$ cat src/rtl/xentry_pkg.sv
// Shared types for the L1/L2 memory path: memory operations, arbiter
// states and L2 client identifiers.
package xentry_pkg;

    typedef enum logic [1:0] {
        LOAD  = 2'd0,
        STORE = 2'd1
    } memory_operation_e;

    typedef enum logic [1:0] {
        IDLE     = 2'd0,
        GRANT_IC = 2'd1,
        GRANT_DC = 2'd2
    } arb_state_e;

    typedef enum logic {
        CLIENT_IC = 1'b0,
        CLIENT_DC = 1'b1
    } l2_client_e;

endpackage

$ cat src/rtl/rr_arbiter2.sv
// Two-way round-robin priority: req[0] is the icache, req[1] the dcache.
// last_grant moves to advance_client when the owning transaction completes.
module rr_arbiter2
    import xentry_pkg::*;
(
    input  logic       clk,
    input  logic       reset,
    input  logic [1:0] req,
    input  logic       advance,
    input  l2_client_e advance_client,
    output logic [1:0] grant,
    output l2_client_e last_grant
);

    always_ff @(posedge clk) begin
        if (reset) begin
            last_grant <= CLIENT_IC;
        end else if (advance) begin
            last_grant <= advance_client;
        end
    end

    // On a tie the client that did not win last time goes first.
    always_comb begin
        grant = '0;
        case (req)
            2'b01:   grant = 2'b01;
            2'b10:   grant = 2'b10;
            2'b11:   grant = (last_grant == CLIENT_IC) ? 2'b10 : 2'b01;
            default: grant = '0;
        endcase
    end

endmodule

$ cat src/rtl/l2_arbiter.sv
// Arbitrates the icache and dcache onto the single L2 request port, holds the
// captured request until L2 fulfils it, and routes the reply to the owner.
module l2_arbiter
    import xentry_pkg::*;
#(
    parameter int unsigned XLEN = 32
) (
    input  logic              clk,
    input  logic              reset,
    input  logic [XLEN-1:0]   ic_req_address,
    input  memory_operation_e ic_req_type,
    input  logic              ic_req_valid,
    input  logic [XLEN-1:0]   ic_word_to_store,
    output logic [XLEN-1:0]   ic_fetched_word,
    output logic              ic_req_fulfilled,
    input  logic [XLEN-1:0]   dc_req_address,
    input  memory_operation_e dc_req_type,
    input  logic              dc_req_valid,
    input  logic [XLEN-1:0]   dc_word_to_store,
    output logic [XLEN-1:0]   dc_fetched_word,
    output logic              dc_req_fulfilled,
    output logic [XLEN-1:0]   l2_req_address,
    output memory_operation_e l2_req_type,
    output logic              l2_req_valid,
    output logic [XLEN-1:0]   l2_word_to_store,
    input  logic [XLEN-1:0]   l2_fetched_word,
    input  logic              l2_req_fulfilled
);

    arb_state_e state;
    arb_state_e state_next;
    logic [1:0] grant;
    logic       advance;
    logic       capture_ic;
    logic       capture_dc;
    l2_client_e advance_client;
    l2_client_e last_grant;

    rr_arbiter2 u_rr (
        .clk            (clk),
        .reset          (reset),
        .req            ({dc_req_valid, ic_req_valid}),
        .advance        (advance),
        .advance_client (advance_client),
        .grant          (grant),
        .last_grant     (last_grant)
    );

    always_ff @(posedge clk) begin
        if (reset) begin
            state            <= IDLE;
            l2_req_address   <= '0;
            l2_req_type      <= LOAD;
            l2_word_to_store <= '0;
        end else begin
            state <= state_next;
            if (capture_ic) begin
                l2_req_address   <= ic_req_address;
                l2_req_type      <= ic_req_type;
                l2_word_to_store <= ic_word_to_store;
            end else if (capture_dc) begin
                l2_req_address   <= dc_req_address;
                l2_req_type      <= dc_req_type;
                l2_word_to_store <= dc_word_to_store;
            end
        end
    end

    always_comb begin
        state_next = state;
        capture_ic = 1'b0;
        capture_dc = 1'b0;
        advance    = 1'b0;
        case (state)
            IDLE: begin
                if (grant[0]) begin
                    capture_ic = 1'b1;
                    state_next = GRANT_IC;
                end else if (grant[1]) begin
                    capture_dc = 1'b1;
                    state_next = GRANT_DC;
                end
            end
            GRANT_IC, GRANT_DC: begin
                // Client valid is ignored here: the L2 transaction is in flight.
                if (l2_req_fulfilled) begin
                    advance    = 1'b1;
                    state_next = IDLE;
                end
            end
            default: state_next = IDLE;
        endcase
    end

    assign advance_client   = (state == GRANT_DC) ? CLIENT_DC : CLIENT_IC;
    assign l2_req_valid     = (state != IDLE);
    assign ic_req_fulfilled = l2_req_fulfilled && (state == GRANT_IC);
    assign dc_req_fulfilled = l2_req_fulfilled && (state == GRANT_DC);
    assign ic_fetched_word  = l2_fetched_word;
    assign dc_fetched_word  = l2_fetched_word;

    a_icache_priority: assert property (@(posedge clk) disable iff (reset)
        (state == GRANT_IC && l2_req_fulfilled) |=> (last_grant == CLIENT_IC));

endmodule

$ cat config.mk
export PLATFORM = sky130hd
export DESIGN_NAME = l2_arbiter
export DESIGN_NICKNAME = d
export VERILOG_FILES = /design/src/rtl/xentry_pkg.sv /design/src/rtl/rr_arbiter2.sv /design/src/rtl/l2_arbiter.sv
export SDC_FILE = /design/constraint.sdc
export NUM_CORES = 1
export LEC_CHECK = 0
export ABC_AREA = 1
export ABC_CLOCK_PERIOD_IN_PS = 2300
export CAP_MARGIN = 20
export CORE_AREA = 2 2 116 118
export CTS_BUF_LIST = sky130_fd_sc_hd__clkbuf_8
export DETAILED_ROUTE_END_ITERATION = 12
export DIE_AREA = 0 0 118 120
export GPL_ROUTABILITY_DRIVEN = 0
export PLACE_DENSITY = 0.76
export SYNTH_ARGS = -nofsm -noshare
export SYNTH_HDL_FRONTEND = slang
export SYNTH_SLANG_ARGS = --single-unit
$ cat constraint.sdc
create_clock -name clk -period 2.3 [get_ports clk]
set_input_delay 0.46 -clock clk [delete_from_list [all_inputs] [get_ports clk]]
set_output_delay 0.46 -clock clk [all_outputs]
set_load 0.005 [all_outputs]
* Word-level counts from Yosys, hierarchy flattened
Cells that the tools add are included.
Word-level totals: word-level logic and storage cells 39, register bits 69
Operators by class: multiplexer cells 20, equal/unequal tests 7, reductions and logical operators 7
Operators by type and width (count):
- two-way mux 32 bit | 4
- two-way mux 2 bit | 6
- two-way mux 1 bit | 8
- == test 2 bit, second input constant | 3
- one-hot mux 2 bit (3 select lines) | 1
- == test 2 x 1 -> 1 bit, second input constant | 2
- one-hot mux 2 bit (2 select lines) | 1
- nonzero test 2 bit | 2
- inequality test 3 bit, second input constant | 1
- logical AND 1 bit | 2
- logical NOT 2 bit | 1
- inequality test 2 bit, second input constant | 1
- AND reduction 2 bit | 1
- OR reduction 2 bit | 1

* Logic depth before layout (Yosys ltp)
Gate-level depths: netlist of the first run.
depth in word-level cells 7, mapped depth 8, depth with buffers taken out 7

* Cells and area by module
A second synthesis of the first run with hierarchy kept.
Second synthesis, totals: cells, all modules 666, area, all modules 4144.0 µm²
By module, submodules not included:
- l2_arbiter | times used 1, cells an instance 656, sequential area each 1361.3 µm², area an instance 4082.7 µm²
- rr_arbiter2 | times used 1, cells an instance 10, sequential area each 20.0 µm², area an instance 61.3 µm²

* Least setup slack after synthesis of the first run
No wires, ideal clock.
kind register to register, start register state[0], end register l2_req_address[10], stages on the path, launching flop included 8, path buffers 2, data required time 2.181 ns, setup slack 0.996 ns, setup time 0.119 ns, data arrival time 1.185 ns, cell sequence dfxtp_1 inv_1 ha_1 inv_2 nor2_4 buf_4 buf_2 a21oi_1
On the way: longest elaborated chain between the ends 3, elaborated cells between the ends (all ways) 5
Ends and longest elaborated chain:
- from (decl) | line l2_arbiter.sv:30 | arb_state_e state;
- from (signal assigned) | line l2_arbiter.sv:56 | state <= state_next;
- logical NOT 2 bit (*) | line l2_arbiter.sv:74 | case (state)
- two-way mux 1 bit | line l2_arbiter.sv:74
- two-way mux 32 bit / nonzero test 2 bit (equally long branches)
- to (signal assigned) | line l2_arbiter.sv:58 | l2_req_address <= ic_req_address;
- to (signal assigned) | line l2_arbiter.sv:62 | l2_req_address <= dc_req_address;
- to (decl) | line l2_arbiter.sv:22 | output logic [XLEN-1:0] l2_req_address,
Mark *: on every way between the ends. The rest lies on a longest branch, timed or not. A chain may end at the register's enable or synchronous reset.

* Worst setup path after layout of the first run
start register state[0], end output l2_req_valid
On the way: longest elaborated chain between the ends 1
Ends and longest elaborated chain:
- nonzero test 2 bit | line l2_arbiter.sv:96 | assign l2_req_valid = (state != IDLE);
- to (decl) | line l2_arbiter.sv:24 | output logic l2_req_valid,
No other way between the ends.

==> flow_metrics.py, run 1 <==
metrics = {
    "global_routing": {
        "grt_antenna_before_repair": 0,
        "grt_overflow_total": 0,
        "grt_use_total_pct": 15.83,
        "grt_max_degree": 70,
        "grt_pass1_wl_um": 18000,
        "grt_pass1_vias": 3712,
    },
    "layout": {
        "post-route-util_pct": 46.56,
        "final_cells": 967,
        "syn_to_final_growth_pct": 45.39,
        "final_layout_size_suffix_gt1_share_pct": 3.540,
        "nets": 958,
        "diodes": 0,
        "multiInputGateArea_mm2": 0.001558,
        "area.sequential_mm2": 0.001381,
        "fin_area_mm2": 0.006043,
        "nFillCells": 1344,
    },
    "timing": {
        "grt_setup_unrepaired": "no",
        "fin_crit_ns": 2.115,
        "setup_violations": 0,
        "fin_ws_ns": 0.1848,
        "finClkSkew_ns": 0.004828,
        "clock.fmax_mhz": 472.8,
        "fin_crit_sh_pct": 91.97,
        "slew_headroom_pct": 76.68,
        "slew_violations": 0,
        "fin_tns_setup_ns": 0,
        "tightestPinTransition_ns": 0.3497,
        "hold_violations": 0,
        "whs_ns": 0.4948,
    },
    "worst_hold_path": {
        "hp-start": "state[1]",
        "worst_hold_path.endpoint": "state[1]",
        "holdPathStages": 2,
        "hp-class": "reg -> reg",
    },
    "detailed_routing": {
        "vias": 4023,
        "drc": 0,
        "via_per_inst": 4.160,
        "antenna_left": 0,
        "drt_iter0_markers": 153,
        "routed_wl_um": 11090,
        "dr.pass1.iters": 6,
        "routedWlPerCell_um": 11.46,
    },
    "placement": {
        "hpwl_um": 8113,
        "place_area_mm2": 0.005852,
        "io_buffer_count": 205,
        "dpl_worst_slack_ns": 0.2216,
        "dp_cells": 951,
    },
    "floorplan": {
        "die_h_um": 120,
        "fp-row-count": 42,
        "die_area_mm2": 0.01416,
        "die_w_um": 118,
        "start_util_pct": 32.02,
        "ios": 302,
        "core_mm2": 0.01298,
    },
    "pwr": {
        "power.internal_mw": 2.883,
        "power.leakage_nw": 3.099,
        "seqPwrFrac_pct": 37.6,
        "switching_share_pct": 31.39,
        "power_frac_comb_pct": 39.2,
        "power_density_mw_per_mm2": 695.3,
        "finalPower_mw": 4.202,
        "p_sw_mw": 1.319,
        "pwr-share-clk_pct": 23.2,
        "vdd_drop_max_v": 0.0005615,
    },
    "setup_path": {
        "worstSetupStartpointType": "flop",
        "r2r_cells": 7,
        "cp_max_fo": 4,
        "cp.required_ns": 1.84,
        "endpoint_kind": "output port",
        "crit_type": "reg -> out",
        "timing.rr.start": "state[0]",
        "cp.arrival_ns": 1.66,
        "regToRegSetupSlack_ns": 0.72,
        "r2r-end": "l2_word_to_store[4]",
    },
    "logic_synthesis": {
        "synth_mux_area_share_pct": 0,
        "synth-adder-area-share_pct": 0.9031,
        "synth_cells": 662,
        "avgSynthCellArea_um2": 6.279,
        "ys.warnings.count": 0,
        "synth-simple-area-share_pct": 19.63,
        "synth.distinct_cells": 18,
        "synth_top_family_by_area": "buffers and inverters",
        "synth_compound_area_share_pct": 16.65,
        "synth_xor_area_share_pct": 0,
        "seq_area_frac_synth_pct": 33.23,
        "syn-num-nets": 834,
        "syn_area_mm2": 0.004156,
        "synth_seq_cells": 69,
    },
    "clock_network": {
        "clock-sinks": 69,
        "cts_buffer_depth": 2,
        "root_buffer": "clkbuf_8",
        "htreeDepth": 3,
        "cts_resized": 0,
        "hold_buffers": 0,
        "insertion_delay_ns": 0.36,
        "numCtsBuffers": 9,
        "cts_setup_buffers": 0,
        "cts_tree": "built",
        "clk_pin_slew_ns": 0.07,
    },
    "job": {
        "drv_cap": 0,
    },
    "status": {
        "status": "completed",
    },
}
==> power groups by stage <==
stage / registers (mW) / logic (mW) / clock network [mW]
6_report: 1.58 / 1.65 / 0.975
5_1_grt: 1.61 / 1.83 / 1.08
4_1_cts: 1.58 / 1.68 / 1.03
3_5_place_dp: 1.60 / 1.67 / 0
3_3_place_gp: 1.60 / 1.65 / 0
2_1_floorplan: 1.62 / 0.824 / 0
==> cell families after synthesis <==
group	Yosys count
buf+inv	239
compound gates	137
fa+ha+maj	3
simple gates	214
flops	69
==> flip-flops by register name (all words and copies together) (netlist names) <==
| signal | cells |
|---|---|
| l2_req_address | 32 |
| l2_word_to_store | 32 |
| l2_req_type | 2 |
| state | 2 |
| u_rr.last_grant | 1 |
==> worst max-delay path by stage <==
stage / startpoint / endpoint / slack (ns) / cells past startpoint
2_1_floorplan: state[0] / l2_req_address[10] / 1.0 / 7
3_3_place_gp: l2_req_fulfilled / ic_req_fulfilled / 0.22 / 4
3_5_place_dp: l2_req_fulfilled / ic_req_fulfilled / 0.22 / 4
4_1_cts: state[0] / l2_req_valid / 0.15 / 4
5_1_grt: state[0] / l2_req_valid / 0.08 / 4
6_report: state[0] / l2_req_valid / 0.18 / 4
==> cell usage after synthesis <==
cell      count  area [um2]
nand2_1     209       784.5
buf_2        17       85.08
ha_1          3       37.54
a21oi_1      69       345.3
buf_6         8       90.09
o21ai_1       6       30.03
buf_4        67       503.0
dfxtp_1      69        1381
a21boi_2      1       11.26
buf_1         1       3.750
nor2_1        1       3.750
inv_1       139       521.8
nor2_2        1       6.260
nor2_4        1       11.26
nand3_1       2       10.01
clkbuf_1      6       22.52
inv_2         1       3.750
o21ai_0      61       305.3
==> worst max-delay path: stages (launching register included) <==
cell,delay (ns)
dfxtp_1,0.35
inv_1,0.08
ha_1,0.27
inv_2,0.10
clkdlybuf4s50_1,0.51
==> area by class of cell <==
type / instances / area share [%]
Tap cell: 176 / 3.644
Sequential cell: 69 / 22.86
Multi-Input combinational cell: 354 / 25.78
Timing Repair Buffer: 212 / 35.86
Clock inverter: 6 / 0.8903
Clock buffer: 10 / 2.277
Inverter: 140 / 8.696
==> cells in the final DEF (no fill, tap or decap), drive strengths merged <==
cell type | synthesis | layout
o21ai | 67 | 67
bufinv | 0 | 1
clkdlybuf4s50 | 0 | 205
buf | 93 | 7
nand2 | 209 | 209
clkbuf | 6 | 10
a21boi | 1 | 1
nand3 | 2 | 2
clkinv | 0 | 4
a21oi | 69 | 69
ha | 3 | 3
nor2 | 3 | 3
dfxtp | 69 | 69
inv | 140 | 141
==> metal layers <==
layer	vias to the layer above	track usage [%]	part of all wire, %
li1	2142	-	-
met1	1679	16.97	40
met4	0	7.003	3.4
met2	164	25.55	45
met5	-	0	0
met3	38	8.888	11
(Power assumes the default switching activity.)
==> run 2, diff against run 1 <==
--- a/config.mk
+++ b/config.mk
@@ -14,6 +14,7 @@
 export DIE_AREA = 0 0 118 120
 export GPL_ROUTABILITY_DRIVEN = 0
 export PLACE_DENSITY = 0.76
+export SLEW_MARGIN = 20
 export SYNTH_ARGS = -nofsm -noshare
 export SYNTH_HDL_FRONTEND = slang
 export SYNTH_SLANG_ARGS = --single-unit
==> results of run 2 <==
The final DEF is identical to that of run 1; final timing and power are the same.
==> run 3, diff against run 2 <==
--- a/config.mk
+++ b/config.mk
@@ -17,4 +17,5 @@
 export SLEW_MARGIN = 20
 export SYNTH_ARGS = -nofsm -noshare
 export SYNTH_HDL_FRONTEND = slang
+export SYNTH_HIERARCHICAL = 1
 export SYNTH_SLANG_ARGS = --single-unit
==> flow_metrics.py, run 3 <==
metrics = {
    "clock_network": {
        "htreeDepth": 3,
        "root_buffer": "clkbuf_8",
        "insertion_delay_ns": 0.33,
        "cts_buffer_depth": 2,
        "hold_buffers": 0,
        "cts_resized": 0,
        "clock-sinks": 69,
        "cts_setup_buffers": 0,
        "clk_pin_slew_ns": 0.07,
        "numCtsBuffers": 9,
        "cts_tree": "built",
    },
    "layout": {
        "post-route-util_pct": 46.44,
        "reg.largest.list": "l2_req_address (32), l2_word_to_store (32)",
        "final_cell_mix": "clkdlybuf4s50_1 (205), inv_1 (142), nand2_1 (142), o21ai_0 (78), dfxtp_1 (69)",
        "nFillCells": 1345,
        "final_cells": 970,
        "final_layout_size_suffix_gt1_share_pct": 3.401,
        "nets": 963,
        "layout_commonest_cell": "clkdlybuf4s50_1",
        "syn_to_final_growth_pct": 45.47,
        "diodes": 0,
        "fin_area_mm2": 0.006028,
    },
    "setup_path": {
        "startpoint": "state[0]",
        "cp_max_fo": 5,
        "cp_slowest_stage_delay_ns": 0.51,
        "crit_type": "reg -> out",
        "endpoint_kind": "output port",
        "path_cells": "inv_1 > ha_1 > inv_2 > clkdlybuf4s50_1",
        "r2r_cells": 9,
        "slowest_stage": "clkdlybuf4s50_1",
        "cp.required_ns": 1.84,
        "cp.arrival_ns": 1.66,
        "timing.rr.start": "state[0]",
        "worstSetupStartpointType": "flop",
    },
    "global_routing": {
        "grt_pass1_wl_um": 17310,
        "grt_pass1_vias": 3611,
        "grt_use_total_pct": 14.82,
        "grt_max_degree": 68,
        "grt_antenna_before_repair": 0,
        "grt_overflow_total": 0,
    },
    "timing": {
        "fin_crit_sh_pct": 92.21,
        "slew_violations": 0,
        "fin_ws_ns": 0.1791,
        "fin_tns_setup_ns": 0,
        "whs_ns": 0.4869,
        "setup_violations": 0,
        "grt_setup_unrepaired": "no",
        "tightestPinTransition_ns": 0.4102,
        "fin_crit_ns": 2.121,
        "clock.fmax_mhz": 471.5,
        "slew_headroom_pct": 72.41,
        "hold_violations": 0,
        "finClkSkew_ns": 0.007516,
    },
    "status": {
        "status": "completed",
    },
    "detailed_routing": {
        "highest_layer": "met4",
        "routedWlPerCell_um": 11.01,
        "antenna_left": 0,
        "wl_met2_um": 5050,
        "drt_iter0_markers": 142,
        "routed_wl_um": 10680,
        "dr.pass1.iters": 4,
        "vias": 3984,
        "route.met3.wl_um": 787,
        "via_per_inst": 4.107,
        "drc": 0,
        "met1Wirelength_um": 4510,
    },
    "placement": {
        "place_area_mm2": 0.005863,
        "dpl_worst_slack_ns": 0.1829,
        "dp_cells": 956,
        "io_buffer_count": 205,
        "hpwl_um": 7663,
    },
    "floorplan": {
        "die_area_mm2": 0.01416,
        "die_h_um": 120,
        "core_mm2": 0.01298,
        "ios": 302,
        "fp-row-count": 42,
        "die_w_um": 118,
        "start_util_pct": 31.93,
    },
    "logic_synthesis": {
        "syn_area_mm2": 0.004144,
        "synth_top_family_by_area": "buffers and inverters",
        "synth-adder-area-share_pct": 0.9058,
        "synth_xor_area_share_pct": 0,
        "seq_area_frac_synth_pct": 33.33,
        "synth_area_leader_cell": "dfxtp_1",
        "synth-simple-area-share_pct": 19.81,
        "synth.most_common_cell": "nand2_1",
        "ys.warnings.count": 6,
        "synth_cells": 666,
        "ys_async_sr_fraction_pct": 0,
        "synth_mux_area_share_pct": 0,
        "synth_seq_cells": 69,
        "ys_top_cells_by_count": "nand2_1 (143), inv_1 (141), o21ai_0 (78), dfxtp_1 (69), nor2_1 (68)",
        "synth_top_flop_cell": "dfxtp_1",
        "syn-num-nets": 838,
        "avgSynthCellArea_um2": 6.222,
        "synth_compound_area_share_pct": 16.55,
        "synth_edf_count": 0,
        "synth_top_area_share_pct": 33.33,
        "synthTopCellsByArea": "dfxtp_1 (33%), nand2_1 (13%), inv_1 (13%), buf_4 (12%), o21ai_0 (9.4%)",
        "synth.distinct_cells": 20,
    },
    "pwr": {
        "pwr-share-clk_pct": 23.7,
        "power_frac_comb_pct": 36.1,
        "power.internal_mw": 2.553,
        "vdd_drop_max_v": 0.0004242,
        "finalPower_mw": 3.641,
        "switching_share_pct": 29.88,
        "power.leakage_nw": 3.135,
        "p_sw_mw": 1.088,
        "power_density_mw_per_mm2": 603.9,
        "seqPwrFrac_pct": 40.2,
    },
    "job": {
        "drv_cap": 0,
    },
    "worst_hold_path": {
        "hp-class": "reg -> reg",
        "holdPathStages": 2,
        "hp-start": "state[1]",
    },
}
run 3: changes by cell type after synthesis, sizes merged, moves of 9 or more:
cell	before	now
buf	93	84
a21oi	69	2
nand2	209	143
clkbuf	6	15
o21ai	67	132
nor2	3	70
run 3: power by group through the flow:
stage          Combinational, mW  Sequential, mW  Clock [mW]
2_1_floorplan              0.684            1.51           0
3_3_place_gp                1.32            1.49           0
3_5_place_dp                1.33            1.49           0
4_1_cts                     1.34            1.47       0.923
5_1_grt                     1.47            1.49       0.970
6_report                    1.32            1.46       0.861
run 3: worst max-delay path, delay by kind of cell, from the launching register on:
kind / cells / cell delay, ns
adder cells (fa/ha/maj): 1 / 0.27
flip-flops: 1 / 0.37
buffers and inverters: 3 / 0.70
run 3: layout make-up:
| cell class | instances | area, um2 | share of cell area, % |
|---|---|---|---|
| Tap cell | 176 | 220.2 | 3.653 |
| Multi-Input combinational cell | 354 | 1546 | 25.65 |
| Clock buffer | 11 | 151.4 | 2.511 |
| Sequential cell | 69 | 1381 | 22.91 |
| Timing Repair Buffer | 213 | 2175 | 36.07 |
| Clock inverter | 3 | 13.76 | 0.2283 |
| Inverter | 144 | 540.5 | 8.966 |
run 3: layer usage:
layer	GRT usage, %	vias to the layer above
met1	16.44	1671
li1	-	2156
met3	5.038	31
met5	0	-
met4	6.627	0
met2	25.69	126
run 3: kinds of logic (layout without fill, tap and decap cells):
kind of cell / count (synthesis) / count (layout)
buf+inv: 243 / 371
simple gates: 215 / 215
compound gates: 136 / 136
flops: 69 / 69
fa+ha+maj: 3 / 3
run 3: worst paths after layout:
kind | to | slack [ns]
max | l2_req_valid | 0.18
min | state[1] | 0.49
max reg2reg | l2_req_address[24] | 0.69
min reg2reg | state[1] | 0.49
==> RTL change (config.mk and constraints of run 2) <==
Set the parameter `XLEN` to 28 (it was 32).
--- a/src/rtl/l2_arbiter.sv
+++ b/src/rtl/l2_arbiter.sv
@@ -5,3 +5,3 @@
 #(
-    parameter int unsigned XLEN = 32
+    parameter int unsigned XLEN = 28
 ) (
Interface: changed (9 resized); port bits go from 302 to 266. No check against the original RTL was run, so the function may have changed too.
==> RTL change against run 2 <==
Final area shrank 10%; worst setup slack lost 0.10 ns; total power shrank 6.3%; final cell count shrank 9.0%; sequential share of layout area shrank 0.41 points; synthesized area shrank 12%; wire length shrank 13%; sequential power shrank 12%; sequential cell count shrank 8; largest cell class unchanged.
==> RTL change: results <==
export IMPL_max_slew_worst_pin_slew_ns=0.315
export IMPL_startpoint="l2_req_fulfilled"
export IMPL_synth_top_cell_area_share_pct=33.6
export IMPL_setup_reg_to_reg_worst_slack_ns=0.78
export IMPL_seq_area_frac_synth_pct=33.6
export IMPL_synth_fp_nets=737
export IMPL_max_vdd_ir_drop_mv=0.299
export IMPL_postSynthCellCount=585
export IMPL_placement_cell_area_um2=5220
export IMPL_wl_met1_mm=4.21
export IMPL_cts_root_buffer_cell="sky130_fd_sc_hd__clkbuf_8"
export IMPL_layout_filler_cells=1357
export IMPL_detailroute_wirelength_met3_um=936
export IMPL_dr_first_iter_drc_count=137
export IMPL_vias_per_cell=4.01
export IMPL_endpoint="ic_req_fulfilled"
export IMPL_post_synth_most_frequent_cells="185 x sky130_fd_sc_hd__nand2_1, 123 x sky130_fd_sc_hd__inv_1, 61 x sky130_fd_sc_hd__a21oi_1, 61 x sky130_fd_sc_hd__dfxtp_1, 60 x sky130_fd_sc_hd__buf_4"
export IMPL_crit_reg2reg_capture="l2_req_address[7]"
export IMPL_instances_no_fill=880
export IMPL_cpLargestDelayFamily="buffers and inverters"
export IMPL_portbufs=181
export IMPL_static_leakage_power_nw=2.76
export IMPL_number_of_nets_in_the_finished_design=851
export IMPL_data_arrival_time_of_the_critical_path_ns=1.76
export IMPL_wl_met2_mm=4.26
export IMPL_place_inst=864
export IMPL_yosys_cell_types_count=17
export IMPL_grt_usage_pct=13.8
export IMPL_grt_first_pass_wirelength_mm=15.9
export IMPL_detailed_place_hpwl_mm=7.00
export IMPL_number_of_global_route_vias_before_repair=3363
export IMPL_crit_path_max_incr_delay_ns=0.59
export IMPL_timing_clock_skew_ns=0.00467
export IMPL_ys_top_cells_by_area="sky130_fd_sc_hd__dfxtp_1 34%, sky130_fd_sc_hd__nand2_1 19%, sky130_fd_sc_hd__inv_1 13%"
export IMPL_antenna_cells=0
export IMPL_pin_count_of_the_biggest_net_entering_global_routing=63
export IMPL_status="completed"
export IMPL_clkLatencyLatePin_ns=0.33
export IMPL_drt_pass1_iterations=4
[RTL change: changes by cell type after synthesis, sizes merged, moves of 8 or more]
| cell | before | now |
|---|---|---|
| nand2 | 209 | 185 |
| inv | 140 | 124 |
| buf | 93 | 78 |
| a21oi | 69 | 61 |
| dfxtp | 69 | 61 |
| o21ai | 67 | 59 |
[RTL change: cells by family (layout without fill, tap and decap cells)]
logic type      count (synthesis)  in the layout  share of synthesized area (%)
flops                          61             61                           33.6
simple gates                  190            190                           20.0
compound gates                121            121                           16.8
buf+inv                       210            329                           28.6
fa+ha+maj                       3              3                           1.03
[RTL change: how the worst min path moves through the flow]
| stage | slack, ns | cells after the start | endpoint |
|---|---|---|---|
| CTS | 0.50 | 2 | state[1] |
| finish | 0.50 | 2 | state[1] |
| global placement | 0.48 | 2 | state[1] |
| global route | 0.54 | 2 | state[1] |
| floorplan | 0.45 | 2 | state[1] |
| detailed placement | 0.49 | 2 | state[1] |
[RTL change: routing by layer]
metal  global-route usage (%)  vias up
li1                         -     1907
met1                     16.0     1466
met2                     22.2      137
met3                     6.23       21
met4                     5.27        0
met5                        0        -
[RTL change: tightest hold or removal path, stage by stage, from the launching register on]
cell and delay, ns:
sky130_fd_sc_hd__dfxtp_1 0.32, sky130_fd_sc_hd__nand2_1 0.07, sky130_fd_sc_hd__a21oi_1 0.06
[RTL change: metrics by stage]
stage | utilization, % | power (mW) | setup WS (ns) | hold WS, ns
2_1_floorplan | - | 2.13 | 0.948 | 0.455
3_3_place_gp | 40.2 | 2.87 | 0.0954 | 0.478
3_5_place_dp | 40.2 | 2.89 | 0.0954 | 0.487
4_1_cts | 41.9 | 4.02 | 0.0960 | 0.497
5_1_grt | 41.9 | 4.24 | 0.0589 | 0.539
6_report | 41.9 | 3.94 | 0.0823 | 0.497
[RTL change: power breakdown]
group | leakage (nW) | internal, mW | switching (mW)
Sequential | 0.508 | 1.29 | 0.102
Clock | 0.112 | 0.638 | 0.447
Combinational | 2.14 | 0.805 | 0.656
Total | 2.76 | 2.73 | 1.21
[RTL change: layout make-up]
class | count | area, um^2 | area share, %
inverters | 124 | 465 | 8.56
clock inverters | 6 | 86.3 | 1.59
flip-flops and latches | 61 | 1220 | 22.4
well taps | 176 | 220 | 4.05
repair buffers | 189 | 1920 | 35.3
multi-input cells | 314 | 1390 | 25.5
clock buffers | 10 | 138 | 2.53
